`config.mk`:
```
export PLATFORM = sky130hd
export DESIGN_NAME = vend_ctrl_multi
export DESIGN_NICKNAME = d
export VERILOG_FILES = /design/src/rtl/vend_pkg.sv /design/src/rtl/vend_credit.sv /design/src/rtl/vend_ctrl_multi.sv
export SDC_FILE = /design/constraint.sdc
export NUM_CORES = 1
export LEC_CHECK = 0
export ABC_CLOCK_PERIOD_IN_PS = 7000
export BUFFER_PORTS_ARGS = -buffer_cell sky130_fd_sc_hd__buf_2
export CORE_MARGIN = 2
export CORE_UTILIZATION = 60
export CTS_BUF_LIST = sky130_fd_sc_hd__clkbuf_8
export DETAILED_ROUTE_END_ITERATION = 8
export GPL_TIMING_DRIVEN = 0
export PLACE_DENSITY = 0.81
export SLEW_MARGIN = 20
export SYNTH_ARGS = -nofsm -noshare
export SYNTH_HDL_FRONTEND = slang
export SYNTH_SLANG_ARGS = --single-unit
```
`constraint.sdc`:
```
create_clock -name c -period 7 [get_ports c]
set_input_delay 1.4 -clock c [delete_from_list [all_inputs] [get_ports c]]
set_output_delay 1.4 -clock c [all_outputs]
set_load 0.1 [all_outputs]
```
`src/rtl/vend_pkg.sv`:
```
// Shared types and table helpers for the multi-product vending controller.
// Tables are packed vectors; helpers slice one entry out by index.
package vend_pkg;

    localparam int TBL_W = 512;

    typedef enum logic [1:0] {
        ST_INSUF         = 2'b00,
        ST_CHANGE        = 2'b01,
        ST_BOUGHT        = 2'b10,
        ST_BOUGHT_CHANGE = 2'b11
    } status_e;

    typedef enum logic [1:0] {
        IDLE   = 2'b00,
        VEND   = 2'b01,
        CHANGE = 2'b10
    } state_e;

    // Entry idx of width w from a packed table; callers zero-extend to TBL_W.
    function automatic logic [31:0] tbl_entry(input logic [TBL_W-1:0] tbl, input int idx, input int w);
        logic [TBL_W-1:0] s;
        logic [31:0]      mask;
        s    = tbl >> (idx * w);
        mask = (w >= 32) ? 32'hFFFF_FFFF : ((32'd1 << w) - 32'd1);
        return s[31:0] & mask;
    endfunction

    function automatic logic [31:0] price_of(input logic [TBL_W-1:0] tbl, input int idx, input int w);
        return tbl_entry(tbl, idx, w);
    endfunction

    function automatic logic [31:0] coin_val(input logic [TBL_W-1:0] tbl, input int idx, input int w);
        return tbl_entry(tbl, idx, w);
    endfunction

    function automatic logic idx_ok(input int idx, input int n);
        return idx < n;
    endfunction

endpackage

```
`src/rtl/vend_credit.sv`:
```
// Credit register: one add or subtract per cycle, plus an overflow look-ahead
// for a candidate amount. Add wins if both are requested.
module vend_credit
    import vend_pkg::*;
#(
    parameter int CW         = 8,
    parameter int MAX_CREDIT = 200
) (
    input  logic          clk_i,
    input  logic          rst_ni,
    input  logic          add_i,
    input  logic          sub_i,
    input  logic [CW-1:0] amt_i,
    input  logic [CW-1:0] chk_amt_i,
    output logic [CW-1:0] credit_o,
    output logic          fits_o
);

    localparam logic [CW:0] MAXC = (CW+1)'(MAX_CREDIT);

    logic [CW-1:0] credit_q;
    logic [CW-1:0] credit_d;

    // One extra bit so the sum can never wrap before the compare.
    assign fits_o   = ({1'b0, credit_q} + {1'b0, chk_amt_i}) <= MAXC;
    assign credit_o = credit_q;

    always_comb begin
        credit_d = credit_q;
        if (add_i) begin
            credit_d = credit_q + amt_i;
        end else if (sub_i) begin
            credit_d = credit_q - amt_i;
        end
    end

    always_ff @(posedge clk_i) begin
        if (!rst_ni) begin
            credit_q <= '0;
        end else begin
            credit_q <= credit_d;
        end
    end

endmodule

```
`src/rtl/vend_ctrl_multi.sv`:
```
// Multi-product vending controller: coin credit, priced selection with
// dispense handshake, and unit-coin change return. All outputs registered.
module vend_ctrl_multi
    import vend_pkg::*;
#(
    parameter int                   N_PROD     = 4,
    parameter int                   CW         = 8,
    parameter logic [N_PROD*CW-1:0] PRICE      = {8'd30, 8'd25, 8'd20, 8'd15},
    parameter logic [4*CW-1:0]      COIN_VAL   = {8'd0, 8'd25, 8'd10, 8'd5},
    parameter int                   CHG_UNIT   = 5,
    parameter int                   MAX_CREDIT = 200,
    localparam int                  SW         = (N_PROD > 1) ? $clog2(N_PROD) : 1
) (
    input  logic          c,
    input  logic          r,
    input  logic          coin_valid,
    input  logic [1:0]    coin_sel,
    input  logic          sel_valid,
    input  logic [SW-1:0] sel,
    input  logic          cancel,
    input  logic          disp_done,
    output logic          dispense,
    output logic [SW-1:0] disp_id,
    output logic          chg_pulse,
    output logic          coin_reject,
    output logic [CW-1:0] credit,
    output logic [1:0]    status,
    output logic          busy
);

    localparam logic [CW-1:0] UNIT = CW'(CHG_UNIT);

    state_e        state_q, state_d;
    status_e       status_q, status_d;
    logic          dispense_q, dispense_d;
    logic [SW-1:0] disp_id_q, disp_id_d;
    logic          chg_q, chg_d;
    logic          rej_q, rej_d;
    logic          busy_q;

    logic          cr_add, cr_sub, cr_fits;
    logic [CW-1:0] cr_amt, coin_v, price_v, credit_v;
    logic          sel_buy;

    vend_credit #(
        .CW         (CW),
        .MAX_CREDIT (MAX_CREDIT)
    ) u_credit (
        .clk_i     (c),
        .rst_ni    (r),
        .add_i     (cr_add),
        .sub_i     (cr_sub),
        .amt_i     (cr_amt),
        .chk_amt_i (coin_v),
        .credit_o  (credit_v),
        .fits_o    (cr_fits)
    );

    assign coin_v  = CW'(coin_val(TBL_W'(COIN_VAL), int'(coin_sel), CW));
    assign price_v = CW'(price_of(TBL_W'(PRICE), int'(sel), CW));
    assign sel_buy = sel_valid && idx_ok(int'(sel), N_PROD) && (credit_v >= price_v);

    always_comb begin
        state_d    = state_q;
        status_d   = status_q;
        dispense_d = dispense_q;
        disp_id_d  = disp_id_q;
        chg_d      = 1'b0;
        rej_d      = 1'b0;
        cr_add     = 1'b0;
        cr_sub     = 1'b0;
        cr_amt     = '0;
        case (state_q)
            IDLE: begin
                // Selection outranks cancel, which outranks a coin in the same cycle.
                if (sel_buy) begin
                    cr_sub     = 1'b1;
                    cr_amt     = price_v;
                    disp_id_d  = sel;
                    dispense_d = 1'b1;
                    rej_d      = coin_valid;
                    state_d    = VEND;
                end else if (cancel && (credit_v != '0)) begin
                    status_d = ST_CHANGE;
                    rej_d    = coin_valid;
                    state_d  = CHANGE;
                end else begin
                    if (sel_valid) begin
                        status_d = ST_INSUF;
                    end
                    if (coin_valid) begin
                        if ((coin_v != '0) && cr_fits) begin
                            cr_add   = 1'b1;
                            cr_amt   = coin_v;
                            status_d = ST_INSUF;
                        end else begin
                            rej_d = 1'b1;
                        end
                    end
                end
            end
            VEND: begin
                rej_d = coin_valid;
                if (disp_done) begin
                    dispense_d = 1'b0;
                    if (credit_v != '0) begin
                        status_d = ST_BOUGHT_CHANGE;
                        state_d  = CHANGE;
                    end else begin
                        status_d = ST_BOUGHT;
                        state_d  = IDLE;
                    end
                end
            end
            CHANGE: begin
                rej_d = coin_valid;
                if (credit_v >= UNIT) begin
                    chg_d  = 1'b1;
                    cr_sub = 1'b1;
                    cr_amt = UNIT;
                end else begin
                    state_d = IDLE;
                end
            end
            default: begin
                state_d = IDLE;
            end
        endcase
    end

    always_ff @(posedge c) begin
        if (!r) begin
            state_q    <= IDLE;
            status_q   <= ST_INSUF;
            dispense_q <= 1'b0;
            disp_id_q  <= '0;
            chg_q      <= 1'b0;
            rej_q      <= 1'b0;
            busy_q     <= 1'b0;
        end else begin
            state_q    <= state_d;
            status_q   <= status_d;
            dispense_q <= dispense_d;
            disp_id_q  <= disp_id_d;
            chg_q      <= chg_d;
            rej_q      <= rej_d;
            busy_q     <= (state_d != IDLE);
        end
    end

    assign dispense    = dispense_q;
    assign disp_id     = disp_id_q;
    assign chg_pulse   = chg_q;
    assign coin_reject = rej_q;
    assign credit      = credit_v;
    assign status      = status_q;
    assign busy        = busy_q;

endmodule

```
==> flow_metrics.tcl <==
set metrics [dict create \
    vias 1841 \
    numPortBuffers 25 \
    ctsHoldBuffers 0 \
    drv_cap 0 \
    dr.pass1.iters 5 \
    whs_ns 0.493 \
    placed_area_mm2 0.00212 \
    gp_congestion 0.933 \
    clock_latency_ns 0.26 \
    hold_class "reg -> reg" \
    outcome "completed" \
    wl_mm 4.55 \
    peakVddDrop_mv 0.268 \
    fin_ws_ns 0.544 \
    max_slew_margin 0.528 \
    grt_use_total 0.263 \
    layout_min_cycle_time_ns 6.46 \
    design_area_mm2 0.00217 \
    hold_viol 0 \
    slew_violations 0 \
    regArea_um2 360 \
    die_width_um 60.9 \
    grt_pass1_wl_mm 7.27 \
    reg2reg_to "u_credit.credit_o[7]" \
    syn-cell-area_mm2 0.00194 \
    finalSetupViolCount 0 \
    r2r_start "u_credit.credit_o[1]" \
    drc 0 \
    place_ws_ns 0.364 \
    syn-num-nets 273 \
    ys_ff_latch 18 \
    initial_core_util 0.635 \
    synthFlopType "dfxtp_1" \
    cts.sinks 18 \
    end_kind "flip-flop" \
    cts_setup_buffers 0 \
    timing.setup.tns_ns 0 \
    critPathKind "in -> reg" \
    cp_max_fo 8 \
    skew_ns 0.00417 \
    yosysWarnings 0 \
    area_growth_pct 12.1 \
    crit_arrival_ns 6.64 \
    pin_count 26 \
    r2r_slack_ns 1.71 \
    antenna_cells 0 \
    cts_tree "built" \
    final_cell_mix "nor2_1 (32), ha_1 (31), buf_2 (27), a21oi_1 (18), dfxtp_1 (18)" \
    layout-drive-gt1-share 0.169 \
    clockBufferDepth 2 \
    antenna_left 0 \
    viasPerCell 6.06 \
    cellPowerDensity_mw_per_mm2 459 \
    cts_inserted_buffers 3 \
    synthCells 231 \
    layout_commonest_cell "nor2_1" \
    clockRootBuffer "clkbuf_8" \
    final_core_util 0.712 \
    startpoint "coin_sel[0]" \
    grt_pass1_vias 1617 \
    antenna_found_initial 0 \
    clkSlewWorstSetupHoldPaths_ns 0.07 \
    yosysUniqueCellTypes 57 \
    worstPathRequired_ns 7.18 \
    reg2regPathDepth 23 \
    core.rowCount 20 \
    async_reset_ff_frac 0 \
    seq_area_frac_synth 0.186 \
    final.period_utilization 0.922 \
    worstMarginPinSlew_ns 0.700 \
    crit_path_start_kind "primary input" \
    synth_area_per_cell_um2 8.40 \
    n_fill_cell 270 \
    fp.dieH_um 60.9 \
    multi_input_area_mm2 0.00149 \
    max_clock_freq_mhz 155 \
    rsz0062_at_grt "false" \
    endpoint "u_credit.credit_o[7]" \
    p_leak_nw 1.14 \
    hpwl_mm 3.50 \
    wl_per_cell_um 15.0 \
    dieArea_mm2 0.00370 \
    nets 303 \
    post_cts_resized 0 \
    htreeDepth 1 \
    synth_edf_count 0 \
    core_region_area_mm2 0.00305 \
    grt_overflow 0 \
    dr.first_iter.drc_count 138 \
    grt_max_degree 11 \
]
## layer usage
layer / share of wire / track usage / up-vias / routed length, µm
met1: 0.44 / 0.356 / 851 / 2000
met4: 0.030 / 0.0994 / 0 / 138
met2: 0.46 / 0.424 / 81 / 2110
met3: 0.067 / 0.0362 / 16 / 307
met5: 0 / 0 / - / 0
li1: - / - / 893 / -
## flip-flops by register name (all words and copies together) (netlist names)
| register | flops |
|---|---|
| busy | 1 |
| chg_pulse | 1 |
| coin_reject | 1 |
| disp_id | 2 |
| dispense | 1 |
| state_q | 2 |
| status | 2 |
| u_credit.credit_o | 8 |
## worst max-delay path, stage by stage
cell	delay (ns)
buf_2	0.11
inv_1	0.09
ha_1	0.35
ha_1	0.29
clkbuf_1	0.29
nand4b_1	0.15
or3_1	0.34
nor2_1	0.12
a221oi_2	0.11
nor4_4	0.41
nand2_4	0.15
o221a_2	0.26
ha_1	0.28
nand2_1	0.05
o21ai_0	0.14
ha_1	0.31
a21o_1	0.18
a21oi_1	0.25
nor2b_1	0.08
o21a_1	0.19
o41ai_1	0.42
nand2_1	0.11
mux2i_1	0.27
mux2i_1	0.26
## how the worst min path moves through the flow
stage | start | to | slack [ns] | cells past startpoint
6_report | disp_id[0] | disp_id[0] | 0.49 | 2
5_1_grt | disp_id[1] | disp_id[1] | 0.53 | 2
4_1_cts | disp_id[0] | disp_id[0] | 0.49 | 2
3_5_place_dp | disp_id[0] | disp_id[0] | 0.48 | 2
3_3_place_gp | disp_id[1] | disp_id[1] | 0.46 | 2
2_1_floorplan | state_q[0] | state_q[0] | 0.50 | 2
## synth_stat cells, drive strengths merged, types with 4 or more instances
master | instances | share of area
a21o | 5 | 0.019
a21oi | 19 | 0.055
dfxtp | 18 | 0.19
ha | 31 | 0.20
inv | 15 | 0.029
mux2i | 14 | 0.072
nand2 | 11 | 0.025
nand2b | 4 | 0.013
nand3 | 4 | 0.010
nor2 | 32 | 0.062
nor2b | 5 | 0.016
o21ai | 9 | 0.023
or3 | 4 | 0.013
xnor2 | 4 | 0.018
xor2 | 5 | 0.023
## kinds of logic after synthesis
group | Yosys count | share of synthesized area
AOI/OAI and AO/OA | 60 | 0.230
xor gates and xnor gates | 9 | 0.0406
adders and majority gates | 32 | 0.210
buffers and inverters | 21 | 0.0458
DFF | 18 | 0.186
muxes | 14 | 0.0723
and+or+nand+nor | 77 | 0.215
## report_power, final
| group | internal, mW | switching [mW] | total [mW] |
|---|---|---|---|
| combinational | 0.264 | 0.482 | 0.746 |
| sequential | 0.130 | 0.0350 | 0.165 |
| clock | 0.0501 | 0.0374 | 0.0875 |
| total | 0.444 | 0.555 | 0.998 |
## through the flow
step,total power [mW],instances
global route,1.08,304
floorplan,0.776,231
detailed placement,0.903,300
CTS,0.996,304
global placement,0.883,300
finish,0.998,304
## area by class of cell
class,count,area share
buffer,6,0.0150
sequential,18,0.166
multi-input combinational,192,0.685
timing repair buffer,25,0.0575
inverter,15,0.0259
clock buffer,4,0.0253
tap,44,0.0253
Power figures use the tool's default switching activity.
